**config.mk**
```make
export PLATFORM = sky130hd
export DESIGN_NAME = esm_issue_window
export DESIGN_NICKNAME = d
export VERILOG_FILES = /design/src/rtl/esm_pkg.sv /design/src/rtl/esm_find_first.sv /design/src/rtl/esm_issue_window.sv
export SDC_FILE = /design/constraint.sdc
export NUM_CORES = 2
export LEC_CHECK = 0
export ABC_CLOCK_PERIOD_IN_PS = 24900
export CORE_MARGIN = 10
export CORE_UTILIZATION = 59
export CTS_BUF_LIST = sky130_fd_sc_hd__clkbuf_2 sky130_fd_sc_hd__clkbuf_4 sky130_fd_sc_hd__clkbuf_8
export DETAILED_ROUTE_END_ITERATION = 10
export PLACE_DENSITY_LB_ADDON = 0.12
export SKIP_CTS_REPAIR_TIMING = 1
export SLEW_MARGIN = 20
export SYNTH_ARGS = -nofsm -noshare
export SYNTH_HDL_FRONTEND = slang
export SYNTH_SLANG_ARGS = --single-unit
```
**constraint.sdc**
```tcl
create_clock -name clk -period 24.9 [get_ports clk]
set_input_delay 2.49 -clock clk [delete_from_list [all_inputs] [get_ports clk]]
set_output_delay 2.49 -clock clk [all_outputs]
set_load 0.1 [all_outputs]
```
**src/rtl/esm_pkg.sv**
```systemverilog
// Shared definitions for the ESM issue window: instruction field positions, width helpers
// and the window entry record.
package esm_pkg;

  localparam int unsigned RD_LSB  = 7;
  localparam int unsigned RS1_LSB = 15;
  localparam int unsigned RS2_LSB = 20;

  // Entry fields are sized for the largest supported configuration; narrower instances
  // zero-extend into them and the unused upper bits are optimised away.
  localparam int unsigned INSTR_MAX_W = 64;
  localparam int unsigned REG_MAX_W   = 8;
  localparam int unsigned TAG_MAX_W   = 8;

  function automatic int unsigned reg_w(input int unsigned regnum);
    return (regnum > 1) ? $clog2(regnum) : 1;
  endfunction

  function automatic int unsigned idx_w(input int unsigned bs);
    return (bs > 1) ? $clog2(bs) : 1;
  endfunction

  typedef struct packed {
    logic                   valid;
    logic                   issued;
    logic                   regwrite;
    logic [REG_MAX_W-1:0]   rd;
    logic [TAG_MAX_W-1:0]   src1_tag;
    logic                   src1_pend;
    logic [TAG_MAX_W-1:0]   src2_tag;
    logic                   src2_pend;
    logic [INSTR_MAX_W-1:0] instr;
  } esm_entry_t;

endpackage

```
**src/rtl/esm_find_first.sv**
```systemverilog
// Lowest-set-bit encoder with a found flag.
module esm_find_first #(
  parameter  int unsigned N = 16,
  localparam int unsigned W = (N > 1) ? $clog2(N) : 1
) (
  input  logic [N-1:0] req,
  output logic         found,
  output logic [W-1:0] idx
);

  always_comb begin
    found = 1'b0;
    idx   = '0;
    // Scan downwards so the lowest requesting bit is written last.
    for (int unsigned i = N; i > 0; i--) begin
      if (req[i-1]) begin
        found = 1'b1;
        idx   = W'(i - 1);
      end
    end
  end

endmodule

```
**src/rtl/esm_issue_window.sv**
```systemverilog
// ESM issue window: holds BS decoded instructions, tracks RAW hazards through a per-register
// producer table and issues the lowest ready entry; entries retire on writeback.
module esm_issue_window
  import esm_pkg::*;
#(
  parameter  int unsigned INSTR_W = 32,
  parameter  int unsigned REGNUM  = 32,
  parameter  int unsigned BS      = 16,
  localparam int unsigned REG_W   = reg_w(REGNUM),
  localparam int unsigned IDX_W   = idx_w(BS)
) (
  input  logic               clk,
  input  logic               rst,
  input  logic               flush,
  input  logic               in_valid,
  output logic               in_ready,
  input  logic [INSTR_W-1:0] in_instr,
  input  logic               in_alusrc,
  input  logic               in_regwrite,
  output logic [IDX_W-1:0]   in_index,
  output logic               iss_valid,
  input  logic               iss_ready,
  output logic [IDX_W-1:0]   iss_index,
  output logic [INSTR_W-1:0] iss_instr,
  input  logic               wb_valid,
  input  logic [IDX_W-1:0]   wb_index,
  output logic [IDX_W:0]     occupancy,
  output logic               empty
);

  esm_entry_t         ent_q    [BS];
  logic [REGNUM-1:0]  pvalid_q;
  logic [IDX_W-1:0]   ptag_q   [REGNUM];
  logic [IDX_W:0]     count_q;

  logic [REG_W-1:0]   in_rd, in_rs1, in_rs2;
  logic [BS-1:0]      free_vec, cand_vec;
  logic               free_found;
  logic               dispatch, iss_fire, wb_fire;
  esm_entry_t         new_entry;
  logic               unused_entry_bits;

  assign in_rd  = in_instr[RD_LSB  +: REG_W];
  assign in_rs1 = in_instr[RS1_LSB +: REG_W];
  assign in_rs2 = in_instr[RS2_LSB +: REG_W];

  always_comb begin
    free_vec = '0;
    cand_vec = '0;
    for (int unsigned i = 0; i < BS; i++) begin
      free_vec[i] = !ent_q[i].valid;
      cand_vec[i] = ent_q[i].valid && !ent_q[i].issued &&
                    !ent_q[i].src1_pend && !ent_q[i].src2_pend;
    end
  end

  esm_find_first #(.N(BS)) u_alloc (
    .req   (free_vec),
    .found (free_found),
    .idx   (in_index)
  );

  esm_find_first #(.N(BS)) u_select (
    .req   (cand_vec),
    .found (iss_valid),
    .idx   (iss_index)
  );

  assign in_ready  = free_found && !flush;
  assign dispatch  = in_valid && in_ready;
  assign iss_fire  = iss_valid && iss_ready;
  // Writebacks to slots that are not resident and issued are dropped.
  assign wb_fire   = wb_valid && ent_q[wb_index].valid && ent_q[wb_index].issued;
  assign iss_instr = ent_q[iss_index].instr[INSTR_W-1:0];
  assign occupancy = count_q;
  assign empty     = (count_q == '0);

  // A producer completing in the dispatch cycle is bypassed so the reader never waits on it.
  always_comb begin
    new_entry           = '0;
    new_entry.valid     = 1'b1;
    new_entry.regwrite  = in_regwrite;
    new_entry.rd        = REG_MAX_W'(in_rd);
    new_entry.src1_tag  = TAG_MAX_W'(ptag_q[in_rs1]);
    new_entry.src1_pend = (in_rs1 != '0) && pvalid_q[in_rs1] &&
                          !(wb_fire && (wb_index == ptag_q[in_rs1]));
    new_entry.src2_tag  = TAG_MAX_W'(ptag_q[in_rs2]);
    new_entry.src2_pend = !in_alusrc && (in_rs2 != '0) && pvalid_q[in_rs2] &&
                          !(wb_fire && (wb_index == ptag_q[in_rs2]));
    new_entry.instr     = INSTR_MAX_W'(in_instr);
  end

  always_ff @(posedge clk or posedge rst) begin
    if (rst) begin
      for (int unsigned i = 0; i < BS; i++) ent_q[i] <= '0;
      for (int unsigned r = 0; r < REGNUM; r++) ptag_q[r] <= '0;
      pvalid_q <= '0;
      count_q  <= '0;
    end else if (flush) begin
      for (int unsigned i = 0; i < BS; i++) ent_q[i] <= '0;
      for (int unsigned r = 0; r < REGNUM; r++) ptag_q[r] <= '0;
      pvalid_q <= '0;
      count_q  <= '0;
    end else begin
      if (wb_fire) begin
        for (int unsigned i = 0; i < BS; i++) begin
          if (ent_q[i].src1_tag == TAG_MAX_W'(wb_index)) ent_q[i].src1_pend <= 1'b0;
          if (ent_q[i].src2_tag == TAG_MAX_W'(wb_index)) ent_q[i].src2_pend <= 1'b0;
        end
        ent_q[wb_index].valid <= 1'b0;
        for (int unsigned r = 0; r < REGNUM; r++) begin
          if (pvalid_q[r] && (ptag_q[r] == wb_index)) pvalid_q[r] <= 1'b0;
        end
      end
      if (iss_fire) ent_q[iss_index].issued <= 1'b1;
      // The allocated slot is always free, so this never collides with the wb/issue slots;
      // a new producer for a register also overrides the wb clear of its previous producer.
      if (dispatch) begin
        ent_q[in_index] <= new_entry;
        if (in_regwrite && (in_rd != '0)) begin
          pvalid_q[in_rd] <= 1'b1;
          ptag_q[in_rd]   <= in_index;
        end
      end
      case ({dispatch, wb_fire})
        2'b10:   count_q <= count_q + 1'b1;
        2'b01:   count_q <= count_q - 1'b1;
        default: count_q <= count_q;
      endcase
    end
  end

  always_comb begin
    unused_entry_bits = 1'b0;
    for (int unsigned i = 0; i < BS; i++) unused_entry_bits = unused_entry_bits ^ (^ent_q[i]);
  end

endmodule
```
==> flow_summary_export.csv <==
group,metric,value,unit
outcome,status,"complete, no violations",
floorplanning,die_area,0.08426,mm2
timing,tightest_slew,1.180,ns
timing,slew_headroom,0.2060,
timing,finalCriticalPeriod,8.757,ns
placed_design,placed_area,0.04465,mm2
detailed_routing,wl,148900,um
grt,antenna_found_initial,5,
cts,htree_levels,4,
timing,rsz0062_at_grt,"no",
setup_path,arrival,6.27,ns
final_layout,drive_gt1_frac,0.1272,
synth,yosysWarnings,0,
detailed_routing,drt_pre_antenna_iters,7,
setup_path,cp_top_family,"buffers and inverters",
synth,syn_nets,4424,
floorplanning,io_pins,92,
timing,final-max-slew-violation-count,0,
floorplanning,initial_core_util,0.5927,
timing,hold_viol,0,
pwr,finalPower,0.002996,W
timing,skew,0.06398,ns
timing,setup_tns,0,ns
placed_design,port_buffers,91,
final_layout,fillers,5944,
placed_design,hpwlAfterDp,88270,um
grt,grt_max_degree,163,
synth,synth_seq_area_share,0.5046,
final_layout,instances_no_fill,5388,
setup_path,cp-end-kind,"primary output",
timing,fin_crit_sh,0.3517,
floorplanning,die_h,290.3,um
detailed_routing,viasPerCell,6.811,
synth,synth.distinct_cells,77,
floorplanning,num_rows,99,
setup_path,r2r_setup_slack,20.31,ns
detailed_routing,ant_nets,0,
job,drv_cap,0,
detailed_routing,detail_route.wirelength.met1,59490,um
floorplanning,core,0.07271,mm2
timing,fmax,0.1142,GHz
grt,grt_usage,0.3471,
setup_path,cp_max_fo,59,
synth,syn-cell-area,0.04310,mm2
grt,grt_pass1_wl,226600,um
pwr,peakVddDrop,54.46,uV
detailed_routing,drc,0,
placed_design,place_congestion,0.9624,
detailed_routing,wl_met2,64330,um
cts,cts_inserted_buffers,146,
hold_path,hp-class,"reg2reg",
final_layout,utilization,0.6555,
setup_path,slowest_delay,1.09,ns
final_layout,area_delta_synth_final,10.59,%
cts,insertion_delay,0.86,ns
synth,syn_area_per_cell,9.844,um2
pwr,leakage,19.66,nW
detailed_routing,first_iter_violations,4701,
synth,synth-seq-cells,869,
detailed_routing,wl_met3,18090,um
setup_path,slowest_stage,"clkdlybuf4s50_1",
synth,synthCells,4378,
detailed_routing,wire_per_inst,27.64,um
final_layout,layout_common_cells,"dfrtp_1, o21ai_0, nand2_1, nand3_1, a21oi_1",
synth,synthArstFlopShare,1.000,
cts,cts.path.max_buffers,3,
cts,cts_tree,"yes",
final_layout,final_design_area_no_fill,0.04766,mm2
setup_path,worst-setup-path-type,"reg2out",
grt,grt_pass1_vias,35520,
detailed_routing,top_layer_used,"met5",
detailed_routing,vias,36700,
timing,setup_viol,0,
synth,ys.flop_type,"dfrtp_1",
cts,clk_pin_slew,0.06,ns
floorplanning,die_x,290.3,um
placed_design,numPlacedInstances,5135,
final_layout,num-nets-final,4370,
pwr,power.density,62.85,mW/mm2
setup_path,path_buf_inv,2,
grt,overflow,0,
cts,cts.sinks,869,
cts,root_buffer,"clkbuf_8",
setup_path,cp-start-kind,"flop",
synth,synth_edf_count,0,
setup_path,path_cells,"or4b_1, a211o_1, a21oi_1, o21ai_2, nand2_4, buf_4, mux2_2, a222oi_1, o211ai_1, clkdlybuf4s50_1",
final_layout,final_common_cell,"dfrtp_1",
setup_path,cp.required,22.41,ns
## report_power, final
part	internal (W)	total (W)	switching (W)
Clock	0.000707	0.00132	0.000613
Combinational	0.0000553	0.000252	0.000196
Sequential	0.00142	0.00142	0.00000540
## registers in the layout, indices dropped and copies added, names as in the netlist
name / count
pvalid_q: 32
ent_q: 704
ptag_q: 128
occupancy: 5
## kinds of logic after synthesis
kind of cell / synth area share
simple gates: 0.1362
compound gates: 0.1801
flops: 0.5046
buf+inv: 0.03710
xor+xnor: 0.05446
mux: 0.08701
fa+ha+maj: 0.0005805
## layout make-up
class,instances,area (um2),area share
tap,959,1200,0.02517
multi-input combinational,3106,20060,0.4209
clock buffer,222,2730,0.05728
inverter,19,80.08,0.001680
timing repair buffer,182,1582,0.03318
antenna,2,5.005,0.0001050
clock inverter,29,260.3,0.005460
sequential,869,21750,0.4562
## worst min-delay path, delay by kind of cell, from the launching register on
kind / cells / cell delay, ns
AOI/OAI and AO/OA: 1 / 0.06
and+or+nand+nor: 1 / 0.05
DFF: 1 / 0.33
## cells in the mapped netlist (all sizes together), types with 5 or more instances
cell type,instances,area (um2)
mux2,97,1092
a31oi,5,31.28
nor3,64,320.3
mux4,78,1757
a222oi,31,310.3
xor2,80,700.7
a22o,5,43.79
o31ai,6,58.81
nand2,596,2237
nor2b,19,118.9
buf,86,405.4
o2bb2ai,166,1454
nand3,256,1281
nand4,64,400.4
inv,18,67.56
a211oi,13,97.59
xnor2,188,1647
or4b,6,60.06
o21ai,680,3411
a22oi,10,75.07
nand2b,12,75.07
o2111ai,21,190.2
clkbuf,298,1122
a32o,23,230.2
or3,5,31.28
nor4,57,369.1
nor4b,12,105.1
or4,5,37.54
mux2i,90,900.9
a21oi,210,1051
dfrtp,869,21750
o211ai,41,307.8
and2,9,56.30
o21a,15,112.6
nor2,187,701.9
## per-stage QoR
step / hold WS (ns) / setup slack (ns)
3_3_place_gp: 0.4550 / 17.07
6_report: 0.4713 / 16.14
2_1_floorplan: 0.4428 / 10.46
3_5_place_dp: 0.4634 / 16.99
4_1_cts: 0.4750 / 16.11
5_1_grt: 0.4866 / 15.92
## worst paths after layout
kind / startpoint / to / cells after the start
max: ent_q[157] / iss_instr[17] / 10
min reg2reg: ent_q[113] / ent_q[113] / 2
min in group asynchronous: rst / ent_q[1469] / 2
max in group asynchronous: rst / ent_q[1027] / 7
max reg2reg: ent_q[1487] / ent_q[294] / 9
min: ent_q[113] / ent_q[113] / 2
## per-layer routing
layer	track usage	vias up
met4	0.1517	6
met3	0.1002	454
met5	0.005220	-
li1	-	15670
met2	0.5023	2247
met1	0.4803	18320
(Power assumes the default switching activity.)
